### src/rtl/stopwatch_tick_ctrl.sv
// stopwatch_tick_ctrl: debounced start/clear buttons gating a prescaled count-enable tick for the BCD counter
module stopwatch_tick_db #(
    parameter int DB_CYCLES = 1000000,
    parameter int DB_W      = 20
) (
    input  logic clk,
    input  logic rst,
    input  logic btn_n,
    output logic press
);
    logic            s1;
    logic            s2;
    logic            deb;
    logic            deb_d;
    logic [DB_W-1:0] cnt;
    // synchronise the raw level, accept a change only after DB_CYCLES steady mismatching samples, keep last level for edge detect
    always_ff @(posedge clk) begin
        if (rst) begin
            s1    <= 1'b1;
            s2    <= 1'b1;
            deb   <= 1'b1;
            deb_d <= 1'b1;
            cnt   <= '0;
        end else begin
            s1    <= btn_n;
            s2    <= s1;
            deb_d <= deb;
            if (s2 == deb) begin
                cnt <= '0;
            end else if (cnt == DB_W'(DB_CYCLES - 1)) begin
                deb <= s2;
                cnt <= '0;
            end else begin
                cnt <= cnt + 1'b1;
            end
        end
    end
    assign press = deb_d & ~deb;
endmodule

module stopwatch_tick_ctrl #(
    parameter int DIV_W     = 24,
    parameter int DB_CYCLES = 1000000,
    parameter int DB_W      = 20
) (
    input  logic       clk,
    input  logic       rst,
    input  logic       btn_start_n,
    input  logic       btn_clear_n,
    output logic       tick,
    output logic       clr,
    output logic       running,
    output logic [1:0] state
);
    typedef enum logic [1:0] {IDLE = 2'b00, RUN = 2'b01, PAUSE = 2'b10} state_t;
    state_t           st;
    state_t           nxt;
    logic [DIV_W-1:0] presc;
    logic             start_ev;
    logic             clear_ev;
    stopwatch_tick_db #(.DB_CYCLES(DB_CYCLES), .DB_W(DB_W)) u_db_start (
        .clk   (clk),
        .rst   (rst),
        .btn_n (btn_start_n),
        .press (start_ev)
    );
    stopwatch_tick_db #(.DB_CYCLES(DB_CYCLES), .DB_W(DB_W)) u_db_clear (
        .clk   (clk),
        .rst   (rst),
        .btn_n (btn_clear_n),
        .press (clear_ev)
    );
    // clear overrides start; start toggles between RUN and PAUSE, leaving IDLE into RUN
    always_comb begin
        nxt = clear_ev ? IDLE : !start_ev ? st : (st == RUN) ? PAUSE : RUN;
    end
    // state, prescaler and registered pulses; a wrap on the edge that leaves RUN produces no tick
    always_ff @(posedge clk) begin
        if (rst) begin
            st    <= IDLE;
            presc <= '0;
            tick  <= 1'b0;
            clr   <= 1'b0;
        end else begin
            st    <= nxt;
            clr   <= clear_ev;
            presc <= (st == RUN) ? presc + 1'b1 : (st == PAUSE) ? presc : '0;
            tick  <= (st == RUN) && (presc == '1) && (nxt == RUN);
        end
    end
    assign state   = st;
    assign running = (st == RUN);
endmodule

### config.mk
export PLATFORM = sky130hd
export DESIGN_NAME = stopwatch_tick_ctrl
export DESIGN_NICKNAME = d
export VERILOG_FILES = /design/src/rtl/stopwatch_tick_ctrl.sv
export SDC_FILE = /design/constraint.sdc
export NUM_CORES = 1
export LEC_CHECK = 0
export ABC_AREA = 1
export CAP_MARGIN = 0
export CORE_ASPECT_RATIO = 0.5
export CORE_MARGIN = 4
export CORE_UTILIZATION = 45
export DETAILED_ROUTE_END_ITERATION = 10
export HOLD_SLACK_MARGIN = 0.12
export RECOVER_POWER = 100
export SYNTH_ARGS = -nofsm -noshare
export SYNTH_HDL_FRONTEND = slang
export SYNTH_HIERARCHICAL = 1
export SYNTH_SLANG_ARGS = --single-unit
### constraint.sdc
create_clock -name clk -period 1.7 [get_ports clk]
set_input_delay 0.34 -clock clk [delete_from_list [all_inputs] [get_ports clk]]
set_output_delay 0.34 -clock clk [all_outputs]
set_load 0.005 [all_outputs]
# Word-level counts from Yosys, hierarchy flattened
# Cells that the tools add are included.
# word_totals
reg_bits,76
out_inout_bits,5
elab_cells,43
# classes
addsub,3
n_eq_ne,9
n_mux,5
bitwise,6
reduce_logical,6
# ops
operator,count
2-to-1 mux 24 bit,2
adder 20 x 1 -> 20 bit (second input constant),2
== test 20 bit (second input constant),2
adder 24 x 1 -> 24 bit (second input constant),1
== test 24 bit (second input constant),1
2-to-1 mux 2 bit,3
OR reduction 3 bit,2
== test 2 x 1 -> 1 bit (second input constant),2
inverter 1 bit,4
AND reduction 2 bit,2
AND 1 bit,2
== test 1 bit,2
== test 2 bit (second input constant),1
logical AND 1 bit,2
!= test 2 bit (second input constant),1

# Logic depth before layout (Yosys ltp)
# Gate-level depths: netlist (run 1).
# depth
ltp_word,6
mapped_depth,9

# By module
# Netlist (run 1), hierarchy kept.
# modules_own_cells
module,instances,cells_per_inst,area_each_um2,seq_area_each_um2
stopwatch_tick_db,2,158,1167.4,480.5
stopwatch_tick_ctrl,1,220,1438.9,560.5

# Least setup slack after synthesis (run 1)
# OpenSTA, ideal clock, no wires.
# synth_path
kind,register -> register
startpoint,register u_db_clear.cnt[0]
endpoint,register u_db_clear.cnt[11]
setup_ns,0.115
arrival_time_ns,1.224
t_required_ns,1.585
slack_ns,0.361
path_stages_with_launch,8
cell_sequence,dfxtp_1 -> ha_1 -> nand3_4 -> nor2_4 -> nand3_2 -> nand2_4 -> buf_6 -> nor2_1
# synth_via
elab_chain_len,2
word_cells_on_any_way,3
cone_classes,1 x add/sub; 1 x eq/ne; 1 x reduce/logical
# synth_rtl
element,line_no,rtl
"start, declared",15,logic [DB_W-1:0] cnt;
"start signal, assigned",34,cnt <= cnt + 1'b1;
branches (longest 2 deep; another with adder 20 x 1 -> 20 bit),n/a,
# Several ways; the timed one is not identified.
# A chain may end at the register's enable or synchronous reset.

# Final worst setup path (run 1)
# layout_path
startpoint,"register st[0], in the netlist state[0]"
endpoint,output port state[0]
# layout_rtl
element,line_no,rtl
"start, declared",56,state_t st;
"start signal, assigned",85,st <= nxt;
"end, declared",53,output logic [1:0] state
# No word-level cell between the ends.

==> results of run 1 <==
## worst max-delay path by stage
| stage | start | to | cells after the start |
|---|---|---|---|
| 6_report | state[0] | state[0] | 2 |
| 5_1_grt | presc[0] | presc[16] | 8 |
| 4_1_cts | state[0] | running | 3 |
| 3_5_place_dp | rst | u_db_clear/cnt[7] | 6 |
| 3_3_place_gp | rst | u_db_clear/cnt[15] | 6 |
| 2_1_floorplan | u_db_clear/cnt[0] | u_db_clear/cnt[11] | 7 |
## report_power, final
group | switching (mW) | internal [mW]
clock network | 0.699 | 1.21
logic | 0.0206 | 0.0160
registers | 0.00343 | 1.79
total | 0.723 | 3.01
## state kept, by name (all words and copies together) (netlist names), 2 cells and up
name and flops:
state 2, presc 24, u_db_start/cnt 20, u_db_clear/cnt 20
## layout by cell type (no fill, tap or decap), drive strengths merged, types with 3 or more instances in the layout
master	instances
inv	59
xor2	5
xnor2	10
clkdlybuf4s50	4
nand3	47
ha	3
nor2	124
or2	14
dfxtp	76
o21ai	18
nand2	116
clkbuf	15
dlygate4sd3	3
buf	6
nand4	15
nor3	4
a21oi	32
## stage by stage
stage,hold WS (ps),worst slack [ps],total power [mW],instances
2_1_floorplan,389,361,1.85,536
3_3_place_gp,395,126,1.87,659
3_5_place_dp,394,106,1.87,659
4_1_cts,407,15.7,3.80,677
5_1_grt,420,4.95,3.87,677
6_report,408,53.1,3.74,677
## per-layer routing
metal  global-route usage, %  vias to the layer above  wire, um
met1                    21.3                     1418      3730
met5                       0                        -         0
met3                    4.75                       10       259
met4                    6.53                        0       113
li1                        -                     1763         -
met2                    26.8                       33      3280
## area by class of cell
cell class | instances | area share (%)
Multi-Input combinational cell | 397 | 45.6
Sequential cell | 76 | 35.4
Clock buffer | 12 | 5.95
Inverter | 59 | 5.14
Timing Repair Buffer | 17 | 3.54
Tap cell | 112 | 3.25
Clock inverter | 4 | 1.10
## cells by family (layout without fill, tap and decap cells)
group	Yosys count	count (layout)
AOI/OAI and AO/OA	55	55
xor gates and xnor gates	15	15
adders and majority gates	3	3
buffers and inverters	63	92
DFF	76	76
and+or+nand+nor	324	324
## timing repair
item                                    4_1_cts  5_1_grt
endpoints found under the setup margin        3        1
setup buffers                                 2        0
gates resized for setup                       3        1
hold buffers                                  0        0
==> reports/summary.txt, run 1 <==
outcome -> finished, final reports clean
Starting Density -> 46.7%
Nets -> 567
CP Capture Type -> output pin
# diodes -> 0
xor and xnor area share after synthesis -> 3.48%
Core ar. -> 0.00809 mm2
post-synthesis mux area share -> 0%
Synth area leader -> dfxtp_1
share of the synthesized area in the top cell type -> 40.3%
Post-synth ARST share -> 0%
WP data arrival -> 1310 ps
r2r worst-path depth -> 8
global-route wire length before repair -> 13300 um
Avg Inst Size Synth -> 7.04 um2
FF+latch count, synth -> 76
std cell rows -> 23
TritonCTS clock tree -> yes
placed cell areas -> 0.00402 mm2
cts bufs inserted -> 9
number of synthesized flops with an enable pin -> 0
gpl congestion -> 0.854
Adder-Cell Fraction of Synth Area -> 0.995%
Reg area -> 0.00152 mm2
Tmin final -> 1650 ps
sequential-to-total area share from yosys stat -> 40.3%
Final Skew -> 5.63 ps
period utilization -> 96.9%
Worst path slowest cell -> clkdlybuf4s50_1
I/O pin count -> 9
VDD IR max -> 503 uV
CP required -> 1360 ps
Final Hold Viols -> 0
filler cell count -> 821
Max Fclk -> 607 MHz
Compound-Gate Fraction of Synth Area -> 8.16%
final core utilization -> 53.3%
largest family of logic cells by synthesized area -> simple AND/OR/NAND/NOR gates
CP delay by family, top -> buffers and inverters
main flop type after synthesis -> dfxtp_1
Die Y -> 72.8 um
CP Class -> register to output pin
commonest cells in the synthesized netlist -> nand2_1, nor2_1, dfxtp_1
initial antenna violation count -> 0
Critical Path, Cell by Cell -> buf_12 > clkdlybuf4s50_1
via-per-instance ratio -> 4.76
vias in the first global route -> 2985
# setup viols final -> 0
via count -> 3224
crit-path max cell delay -> 490 ps
Tot GR Track Use -> 16.6%
CP max FO -> 3
CP startpoint kind -> register
min-delay src -> u_db_clear/s1
Post-route DRC -> 0
Least-Margin Pin Slew -> 428 ps
LEAKAGE -> 1.36 nW
Design Area, Final -> 0.00431 mm2
hold path cells -> 1
top-count cell post-synth -> nand2_1
Avg WL per Cell -> 10.9 um
Synth Warn # -> 6
clock root cell -> clkbuf_16
Max clock buf depth -> 2
CTS H-tree lvls -> 3
Area Overhead vs Synth -> 14.2%
fraction of layout cells with a size suffix above 1 -> 12.0%
setup TNS -> 0 ps
Power Dens Cells -> 867 mW/mm2
die area -> 0.0100 mm2
Reg2Reg Setup Slack -> 150 ps
CTS sink count -> 76
syn_nets -> 543
DP Wirelength -> 5470 um
dominant cells by area after synthesis -> dfxtp_1, nand2_1, nor2_1, inv_1, nand3_1
Synth cell types -> 31
worst r2r src -> presc[0]
CP Buf/Inv Count -> 2
area occupied by multi-input gates -> 0.00197 mm2
clk slew on worst S/H paths -> 50 ps
grt total ovfl -> 0
Slew Viols, Final -> 0
Cell Area, Synth -> 0.00377 mm2
Simple-Gate Fraction of Synth Area -> 40.1%
drt first pass iters -> 4
Final ANT Viol Nets -> 0
Max Cap Viol -> 0
unrepaired setup endpoints after global routing -> no
largest net degree at the start of global routing -> 19
Slew headroom -> 71.5%
initial drt markers -> 120
Port Buffers -> 8
WHS Endpoint -> u_db_clear/s2
reg-to-reg endpoint -> presc[22]
min-delay worst type -> register to register
Clk Latency, worst-skew pair -> 330 ps
Syn Inst Count -> 536
final wirelength -> 7380 um
die width -> 138 um
(Power assumes the default switching activity.)
==> inputs of run 2 (changes only) <==
Settings changed: CORE_UTILIZATION 45 to 30.
==> reports/summary.txt, run 2 (same netlist as run 1, synthesis figures left out) <==
outcome -> finished, final reports clean
Tot GR Track Use -> 10.9%
Inst Count DP -> 714
gpl congestion -> 0.826
LEAKAGE -> 1.37 nW
VDD IR max -> 503 uV
CTS sink count -> 76
std cell rows -> 28
Core ar. -> 0.0121 mm2
die width -> 167 um
crit-path max cell delay -> 500 ps
placed cell areas -> 0.00409 mm2
Design Area, Final -> 0.00439 mm2
fraction of layout cells with a size suffix above 1 -> 12.5%
clk slew on worst S/H paths -> 50 ps
CTS H-tree lvls -> 3
setup TNS -> 0 ps
die area -> 0.0145 mm2
Critical Path, Cell by Cell -> buf_4 > clkdlybuf4s50_1
Avg WL per Cell -> 10.4 um
max reg flops -> 24
Slew Viols, Final -> 0
top sig layer -> met4
met2 wire len -> 3310 um
CTS Hold Bufs -> 0
CP required -> 1360 ps
Max Fclk -> 619 MHz
WP data arrival -> 1280 ps
Largest regs -> presc x24, u_db_clear/cnt x20, u_db_start/cnt x20
Max clock buf depth -> 2
drt first pass iters -> 4
filler cell count -> 1277
met3 wire length -> 250 um
CP max FO -> 4
DP Wirelength -> 5540 um
CP Capture Type -> output pin
Port Buffers -> 8
Max Cap Viol -> 0
Area Overhead vs Synth -> 16.2%
unrepaired setup endpoints after global routing -> no
Starting Density -> 31.3%
via-per-instance ratio -> 4.50
initial drt markers -> 166
# setup viols final -> 0
Reg area -> 0.00152 mm2
Post-route DRC -> 0
Post-Route Hold Slack -> 406 ps
Clk Latency, worst-skew pair -> 330 ps
area occupied by multi-input gates -> 0.00198 mm2
Least-Margin Pin Slew -> 459 ps
period utilization -> 95.1%
Nets -> 568
commonest non-fill, non-tap cells in the layout -> nand2_1, nor2_1, dfxtp_1
Slew headroom -> 69.4%
CP startpoint kind -> register
via count -> 3293
I/O pin count -> 9
cts bufs inserted -> 9
vias in the first global route -> 3044
DRT met1 WL -> 3950 um
global-route wire length before repair -> 13400 um
Power Dens Cells -> 855 mW/mm2
grt total ovfl -> 0
clock root cell -> clkbuf_16
initial antenna violation count -> 0
Final Skew -> 4.87 ps
commonest non-fill, non-tap cell in the layout -> nand2_1
TritonCTS clock tree -> yes
# diodes -> 0
Final Hold Viols -> 0
Die Y -> 87.3 um
Worst path slowest cell -> clkdlybuf4s50_1
final cell count without fillers -> 731
final wirelength -> 7610 um
Largest Register -> presc
min-delay worst type -> register to register
Final ANT Viol Nets -> 0
Tmin final -> 1620 ps
CP Class -> register to output pin
largest net degree at the start of global routing -> 18
-- run 2: area by class of cell --
class,count,share of cell area [%]
sequential,76,34.7
multi-input combinational,397,45.2
clock buffer,12,5.85
clock inverter,4,1.08
inverter,59,5.05
timing repair buffer,18,3.42
tap,165,4.71
-- run 2: power breakdown --
part           switching [mW]  internal (mW)
logic                  0.0200         0.0168
clock network           0.712           1.21
registers             0.00328           1.79
-- run 2: worst paths after layout --
check	start	end	slack [ps]	cells after the start
worst min-delay path	u_db_clear/s1	u_db_clear/s2	410	1
worst min register to register	u_db_clear/s1	u_db_clear/s2	410	1
worst max-delay path	state[0]	state[0]	80	2
worst max register to register	u_db_clear/cnt[0]	u_db_clear/cnt[11]	150	6
-- run 2: metal layers --
| metal | global-route usage, % | vias up |
|---|---|---|
| met4 | 3.86 | 0 |
| met2 | 18.2 | 53 |
| li1 | - | 1765 |
| met1 | 13.7 | 1466 |
| met3 | 3.13 | 9 |
| met5 | 0 | - |
-- run 2: stage by stage --
stage | utilization (%) | setup slack [ps] | power, mW
final | 36.4 | 83.2 | 3.75
after global routing | 36.4 | 13.1 | 3.90
after CTS | 36.5 | 15.2 | 3.82
after detailed placement | 33.9 | 33.4 | 1.87
after global placement | 33.9 | 53.7 | 1.87
after floorplan | - | 361 | 1.85
-- run 2: repair_timing --
item / in CTS / in global routing
gates cloned: 0 / 0
setup endpoints to repair: 2 / 6
resized for setup: 2 / 6
pin swaps: 1 / 0
setup buffers: 1 / 0
-- run 2: critical path, delay by kind of cell (launching register included) --
kind	cells	cell delay, ps
buffers and inverters	2	630
DFF	1	320
==> inputs of run 3 (changes only) <==
--- a/constraint.sdc
+++ b/constraint.sdc
@@ -3,2 +3,2 @@
 set_output_delay 0.34 -clock clk [all_outputs]
-set_load 0.005 [all_outputs]
+set_load 0.05 [all_outputs]
==> reports/summary.txt, run 3 (same netlist as run 1, synthesis figures left out) <==
Post-Route Hold Slack -> 407 ps
clk slew on worst S/H paths -> 60 ps
LEAKAGE -> 1.33 nW
drt first pass iters -> 4
via count -> 3267
Worst path slowest cell -> dfxtp_2
Slew Viols, Final -> 0
grt total ovfl -> 0
postcts setup bufs -> 0
max reg flops -> 24
Core ar. -> 0.0121 mm2
Die Y -> 87.3 um
Place WS -> 24.1 ps
commonest non-fill, non-tap cell in the layout -> nand2_1
Final Hold Viols -> 0
Final ANT Viol Nets -> 0
Critical Path, Cell by Cell -> inv_2 > nor2_4 > buf_4 > buf_4
commonest non-fill, non-tap cells in the layout -> nand2_1, nor2_1, dfxtp_1
Power Dens Cells -> 812 mW/mm2
initial drt markers -> 150
Max Cap Viol -> 0
CP Capture Type -> output pin
Clk Latency, worst-skew pair -> 320 ps
clock root cell -> clkbuf_16
CP Class -> register to output pin
Tot GR Track Use -> 10.7%
die area -> 0.0145 mm2
CTS H-tree lvls -> 3
std cell rows -> 28
I/O pin count -> 9
Final Skew -> 4.26 ps
unrepaired setup endpoints after global routing -> no
die width -> 167 um
CP delay by family, top -> buffers and inverters
Starting Density -> 31.3%
Max Fclk -> 638 MHz
# diodes -> 0
VDD IR max -> 512 uV
Area Overhead vs Synth -> 14.2%
largest net degree at the start of global routing -> 18
via-per-instance ratio -> 4.48
vias in the first global route -> 2942
CP required -> 1360 ps
global-route wire length before repair -> 13100 um
Port Buffers -> 8
Nets -> 568
filler cell count -> 1321
initial antenna violation count -> 0
gpl congestion -> 0.832
fraction of layout cells with a size suffix above 1 -> 12.1%
DP Wirelength -> 5500 um
total power -> 3.50 mW
CP max FO -> 7
period utilization -> 92.2%
Largest regs -> presc x24, u_db_clear/cnt x20, u_db_start/cnt x20
CP startpoint kind -> register
most frequent CP cell -> buf_4
TritonCTS clock tree -> yes
outcome -> finished, final reports clean
Tmin final -> 1570 ps
WP data arrival -> 1230 ps
cts bufs inserted -> 9
min-delay worst type -> register to register
CP Buf/Inv Count -> 3
Slew headroom -> 59.1%
Post-route DRC -> 0
# setup viols final -> 0
CTS sink count -> 76
Max clock buf depth -> 2
Final Worst Setup Slack -> 133 ps
final wirelength -> 7380 um
Avg WL per Cell -> 10.1 um
setup TNS -> 0 ps
CTS Hold Bufs -> 0
crit-path max cell delay -> 410 ps
Largest Register -> presc
Least-Margin Pin Slew -> 616 ps
run 3: cell count changes in the layout (fill, tap and decap cells not counted), sizes merged:
cell	previous run	this run
dlygate4sd3	3	1
bufinv	1	0
dlygate4sd2	1	0
buf	9	8
clkinvlp	1	0
clkinv	2	3
clkbuf	13	18
clkdlybuf4s50	4	2
run 3: final timing paths:
path	slack [ps]	to	cells after the start	from
worst max-delay path	130	running	4	state[0]
worst min-delay path	410	u_db_clear/s2	1	u_db_clear/s1
worst max register to register	130	u_db_clear/cnt[17]	6	u_db_clear/cnt[0]
worst min register to register	410	u_db_clear/s2	1	u_db_clear/s1
run 3: area by class of cell:
class | count | area, um2 | share of cell area (%)
clock inverters | 3 | 15.0 | 0.348
inverters | 59 | 221 | 5.14
repair buffers | 18 | 130 | 3.02
well taps | 165 | 206 | 4.79
flip-flops and latches | 76 | 1520 | 35.4
multi-input cells | 397 | 1970 | 45.7
clock buffers | 11 | 243 | 5.63
run 3: what timing repair did:
item                                    CTS  global route
resized for setup                         0             3
endpoints found under the setup margin    0             6
hold endpoints to repair                  0             0
run 3: worst register-to-register path, stage by stage (launching register included):
cell	delay (ps)
dfxtp_1	370
ha_1	210
nand3_2	170
nor2_4	160
nand3_1	220
nand2_4	250
nor2_1	80
run 3: per-stage QoR:
stage | area, um2 | util [%] | cells
finish | 4310 | 35.8 | 729
global route | 4310 | 35.8 | 729
CTS | 4370 | 36.2 | 729
detailed placement | 4110 | 34.1 | 715
global placement | 4110 | 34.1 | 715
floorplan | 3770 | - | 536
run 3: per-layer routing:
layer	routed length, um	up-vias	global-route usage, %
li1	-	1760	-
met1	3850	1456	13.8
met2	3250	43	17.9
met3	229	8	2.72
met4	56	0	3.34
met5	0	-	0
run 3: power breakdown:
part | switching [mW] | internal [mW] | leakage (nW)
combinational | 0.0206 | 0.0163 | 0.586
clock | 0.671 | 1.00 | 0.131
sequential | 0.00335 | 1.79 | 0.614
total | 0.695 | 2.81 | 1.33
